File: src/rtl/controle_comportas_acude.sv
// controle_comportas_acude
//   Reservoir level controller. Debounces the 2-bit level sensor, shows the
//   accepted level as a letter on the 7-segment display, and runs a Moore FSM
//   that drives the inflow pump, the spillway gate and the fault alarm, with a
//   minimum dwell time in FILL/DRAIN.
//
// Parameters
//   STABLE_CYCLES  consecutive identical samples needed to accept a level (>=2)
//   MIN_ON_CYCLES  minimum cycles spent in FILL or DRAIN (>=1)
//
// Ports
//   clk_2     in   system clock
//   reset     in   asynchronous reset, active-high
//   sensor    in   raw level: 00 high, 01 normal, 10 low, 11 defective
//   seg       out  7-segment pattern of the filtered level (A/n/b/d)
//   pump      out  inflow pump on (FILL)
//   spillway  out  spillway gate open (DRAIN)
//   alarm     out  sensor fault alarm (FAULT)
//   state     out  FSM state: 00 NORMAL, 01 FILL, 10 DRAIN, 11 FAULT
module controle_comportas_acude #(
  parameter int STABLE_CYCLES = 4,
  parameter int MIN_ON_CYCLES = 8
) (
  input  logic       clk_2,
  input  logic       reset,
  input  logic [1:0] sensor,
  output logic [7:0] seg,
  output logic       pump,
  output logic       spillway,
  output logic       alarm,
  output logic [1:0] state
);

  typedef enum logic [1:0] {
    NORMAL = 2'b00,
    FILL   = 2'b01,
    DRAIN  = 2'b10,
    FAULT  = 2'b11
  } state_t;

  localparam int CW = $clog2(STABLE_CYCLES + 1);
  localparam int HW = (MIN_ON_CYCLES > 1) ? $clog2(MIN_ON_CYCLES) : 1;

  localparam logic [CW-1:0] CNT_MAX   = CW'(STABLE_CYCLES);
  localparam logic [CW-1:0] CNT_LAST  = CW'(STABLE_CYCLES - 1);
  localparam logic [HW-1:0] HOLD_LOAD = HW'(MIN_ON_CYCLES - 1);

  logic [1:0]    cand;
  logic [CW-1:0] cnt;
  logic [1:0]    level;
  logic [HW-1:0] hold;
  state_t        state_q;
  state_t        state_d;

  // Level filter: a new code must be seen STABLE_CYCLES times in a row.
  // cnt saturates so a long stable input never re-triggers an update.
  always_ff @(posedge clk_2 or posedge reset) begin
    if (reset) begin
      cand  <= 2'b01;
      cnt   <= '0;
      level <= 2'b01;
    end else if (sensor != cand) begin
      cand <= sensor;
      cnt  <= CW'(1);
    end else if (cnt < CNT_MAX) begin
      cnt <= cnt + CW'(1);
      if (cnt == CNT_LAST) begin
        level <= cand;
      end
    end
  end

  // State register and dwell counter. hold is reloaded on entry to
  // FILL/DRAIN and counts down to zero while the FSM stays there.
  always_ff @(posedge clk_2 or posedge reset) begin
    if (reset) begin
      state_q <= NORMAL;
      hold    <= '0;
    end else begin
      state_q <= state_d;
      if ((state_d == FILL || state_d == DRAIN) && state_d != state_q) begin
        hold <= HOLD_LOAD;
      end else if ((state_q == FILL || state_q == DRAIN) && hold != '0) begin
        hold <= hold - HW'(1);
      end
    end
  end

  // Next state from the registered level only; FILL and DRAIN always pass
  // through NORMAL, and FAULT preempts the dwell time.
  always_comb begin
    state_d = state_q;
    unique case (state_q)
      NORMAL: begin
        unique case (level)
          2'b10:   state_d = FILL;
          2'b00:   state_d = DRAIN;
          2'b11:   state_d = FAULT;
          default: state_d = NORMAL;
        endcase
      end
      FILL: begin
        if (level == 2'b11)                       state_d = FAULT;
        else if (hold == '0 && level != 2'b10)    state_d = NORMAL;
      end
      DRAIN: begin
        if (level == 2'b11)                       state_d = FAULT;
        else if (hold == '0 && level != 2'b00)    state_d = NORMAL;
      end
      FAULT: begin
        if (level != 2'b11)                       state_d = NORMAL;
      end
      default: state_d = NORMAL;
    endcase
  end

  always_comb begin
    pump     = (state_q == FILL);
    spillway = (state_q == DRAIN);
    alarm    = (state_q == FAULT);
    state    = state_q;
  end

  always_comb begin
    seg = 8'h54;
    unique case (level)
      2'b00:   seg = 8'h77;
      2'b01:   seg = 8'h54;
      2'b10:   seg = 8'h7C;
      2'b11:   seg = 8'h5E;
      default: seg = 8'h54;
    endcase
  end

endmodule

File: config.mk
export PLATFORM = sky130hd
export DESIGN_NAME = controle_comportas_acude
export DESIGN_NICKNAME = d
export VERILOG_FILES = /design/src/rtl/controle_comportas_acude.sv
export SDC_FILE = /design/constraint.sdc
export NUM_CORES = 1
export LEC_CHECK = 0
export BUFFER_PORTS_ARGS = -buffer_cell sky130_fd_sc_hd__buf_2
export CAP_MARGIN = 40
export CORE_MARGIN = 3
export CORE_UTILIZATION = 47
export DETAILED_ROUTE_END_ITERATION = 8
export PLACE_DENSITY = 0.73
export SYNTH_ARGS = -nofsm -noshare
export SYNTH_HDL_FRONTEND = slang
export SYNTH_SLANG_ARGS = --single-unit
File: constraint.sdc
create_clock -name clk_2 -period 1.6 [get_ports clk_2]
set_input_delay 0.08 -clock clk_2 [delete_from_list [all_inputs] [get_ports clk_2]]
set_output_delay 0.08 -clock clk_2 [all_outputs]
set_load 0.05 [all_outputs]
==> metrics.md <==
| Metric | Value |
|---|---|
| Reg area | 308 um2 |
| CP Max Fanout | 4 |
| Vias per cell | 4.88 |
| M1 wire length | 764 um |
| Clk_lat worst skew | 0.27 ns |
| Ports | 17 |
| RSZ-0062 raised after global routing | true |
| Synth cell types | 28 |
| Detail Route Antenna Nets | 0 |
| CP Capture Type | flip-flop |
| Crit path cell chain | inv_4, ha_4, nor2_4, o21a_1, o311ai_4, mux2i_2, o211ai_1 |
| Fin. max-slew vios | 0 |
| Reg2reg path depth | 7 |
| Min-Delay Path Class | in -> async |
| Clock sinks | 12 |
| P&R area growth vs syn | 46.3% |
| NumNets Final | 130 |
| Setup TNS Final | -0.560 ns |
| Core Area | approximately 0.0016 mm2 |
| Root Driver | clkbuf_4 |
| Layout cells sized above 1 | between 40% and 50% |
| Metal2 WL | 796 um |
| Worst path max stage delay | ~0.52 ns |
| Largest net degree at the start of global routing | 13 |
| Syn Area/Cell | roughly 9.7 um2 |
| #FFs+latches synth | 12 |
| Cell Area, Synth | 806 um2 |
| Initial DRC count | 8 |
| Critical path's top delay family | compound AO/OA/AOI/OAI gates |
| Failing checks | negative setup slack |
| CP arrival | about 2.0 ns |
| Clk slew on worst S/H paths | 0.08 ns |
| Crit path kind | reg -> reg |
| Leading cell types in the layout, fill and taps excluded | buf_4 (14), buf_2 (9), nand2_1 (8), dfrtp_1 (8) |
| Yosys top cell by area | dfrtp_1 |
| Gp weighted congestion | ~0.84 |
| Final setup fails | 4 |
| Die W | 47.4 um |
| Most common cell after layout, fill and taps aside | buf_4 |
| F_max | around 0.55 GHz |
| DRC Markers | 0 |
| Initial core utilization | approximately half |
| Skew final | slightly below 0.006 ns |
| Worst endpoint required time | around 1.7 ns |
| Sequential share of the synthesized area | 37.6% |
| Critical path's slowest cell | dfrtp_4 |
| R2r setup slk | -0.21 ns |
| Drt pass-1 iters | 4 |
| Top layer in use | met4 |
| FP Rows | 14 |
| Fin crit share | 113% |
| Number of I/O port buffers | 12 |
| Fillcell total | 109 |
| Global-route wire length before repair | between 2000 and 3000 um |
| Post-synth top area share | 31.1% |
| Dominant cells by area after synthesis | dfrtp_1 (31%), ha_1 (19%), dfstp_2 (6.5%) |
| Reg2reg start | state[0]$_DFF_PP0_ |
| PnR worst setup slack | -0.213 ns |
| Die Y | approximately 47 um |
| Worst R2R End | hold[1]$_DFFE_PP0P_ |
| DR WL met3 | 48 um |
| Hold Vio Cnt, Final | 0 |
| Final wirelength | 1620 um |
| CTS tree | done |
| Cells after synthesis | 83 |
| Worst path bufs/invs | 1 |
| Status | finished, violations left |
| Vias | 629 |
| Die area | 0.00225 mm2 |
| Num CTS Buffers | 3 |
| Global Route Usage Sum | 15.9% |
| Antenna violations before repair | 0 |
| Synth warn | 0 |
| Wire length per cell | ~13 um |
| Tmin final | 1.81 ns |
| Grt ovf | 0 |
| Total of max-cap violations | 0 |
| Vias in the first global route | 609 |
| Startpoint class of the critical path | flip-flop |
| Post-DP HPWL | 1280 um |
| Multi-input gate area | 539 um2 |
| # diodes | 0 |
| H-tree levels | 1 |
| Max Buffers Root-to-Sink | 2 |
[cell families (layout without fill, tap and decap cells)]
family	count (synthesis)	count (layout)	share of synthesized area, %
and+or+nand+nor	20	20	11.6
buffers and inverters	16	44	9.32
AOI/OAI and AO/OA	15	15	15.1
adders and majority gates	12	12	18.6
DFF	12	12	37.6
xor gates and xnor gates	4	4	4.35
other	2	4	0.932
muxes	2	2	2.48
[final cells by class]
class	count	share of cell area [%]
Inverter	10	3.61
Clock buffer	4	3.08
Timing Repair Buffer	30	19.7
Sequential cell	12	26.1
Tap cell	16	1.70
Multi-Input combinational cell	57	45.8
[per-stage QoR]
step | worst slack (ns) | cells | hold WS, ns | cell area, um2 | utilization (%)
2_1_floorplan | -0.354 | 85 | -0.0568 | 866 | -
3_3_place_gp | -0.189 | 119 | 0.0935 | 998 | 64.0
3_5_place_dp | -0.256 | 119 | 0.120 | 998 | 64.0
4_1_cts | -0.199 | 128 | 0.356 | 1160 | 74.3
5_1_grt | -0.285 | 129 | 0.400 | 1180 | 75.6
6_report | -0.213 | 129 | 0.349 | 1180 | 75.6
[layer usage]
layer,track usage (%),vias up
met5,0,-
met4,4.97,0
met3,2.30,2
met2,27.0,11
met1,20.7,290
li1,-,326
[worst reg2reg max path, stage by stage (launching register included)]
cell,delay (ns)
dfrtp_4,0.52
inv_4,0.09
ha_4,0.16
nor2_4,0.05
o21a_1,0.19
o311ai_4,0.26
mux2i_2,0.31
o211ai_1,0.12
[cells in the mapped netlist (all sizes together)]
library cell  instances
o311ai                1
a211o                 1
mux2i                 2
o21a                  1
inv                  10
or2                   2
o211a                 1
nand2                 9
conb                  2
buf                   4
ha                   12
a21oi                 3
nor3                  1
nor2                  3
dfrtp                10
a22oi                 3
nor3b                 1
xor2                  1
nand2b                1
o211ai                1
o21ai                 3
o2111ai               1
clkbuf                2
xnor2                 3
and2                  1
nand3                 1
dfstp                 2
nor2b                 1
[flip-flops by register name, indices dropped and copies added (netlist names)]
| name | cells |
|---|---|
| level | 2 |
| cnt | 3 |
| hold | 3 |
| cand | 2 |
| state | 2 |
[worst max path at each step]
stage                    startpoint                  end  cells after the start
2_1_floorplan    state[0]$_DFF_PP0_  hold[1]$_DFFE_PP0P_                      7
3_3_place_gp   level[0]$_DFFE_PP1P_  hold[1]$_DFFE_PP0P_                      7
3_5_place_dp   level[0]$_DFFE_PP1P_  hold[1]$_DFFE_PP0P_                      7
4_1_cts          state[0]$_DFF_PP0_  hold[1]$_DFFE_PP0P_                      7
5_1_grt          state[0]$_DFF_PP0_  hold[1]$_DFFE_PP0P_                      7
6_report         state[0]$_DFF_PP0_  hold[1]$_DFFE_PP0P_                      7
[timing repair]
action / 4_1_cts / 5_1_grt
hold buffers: 3 / 0
setup endpoints to repair: 7 / 5
buffers inserted: 2 / 1
pin swaps: 1 / 1
resized for setup: 21 / 3
hold endpoints to repair: 12 / 0
Power is left out: the tool's default activity adds up to more than one toggle a clock period on the data nets, which glitch-free logic cannot reach.
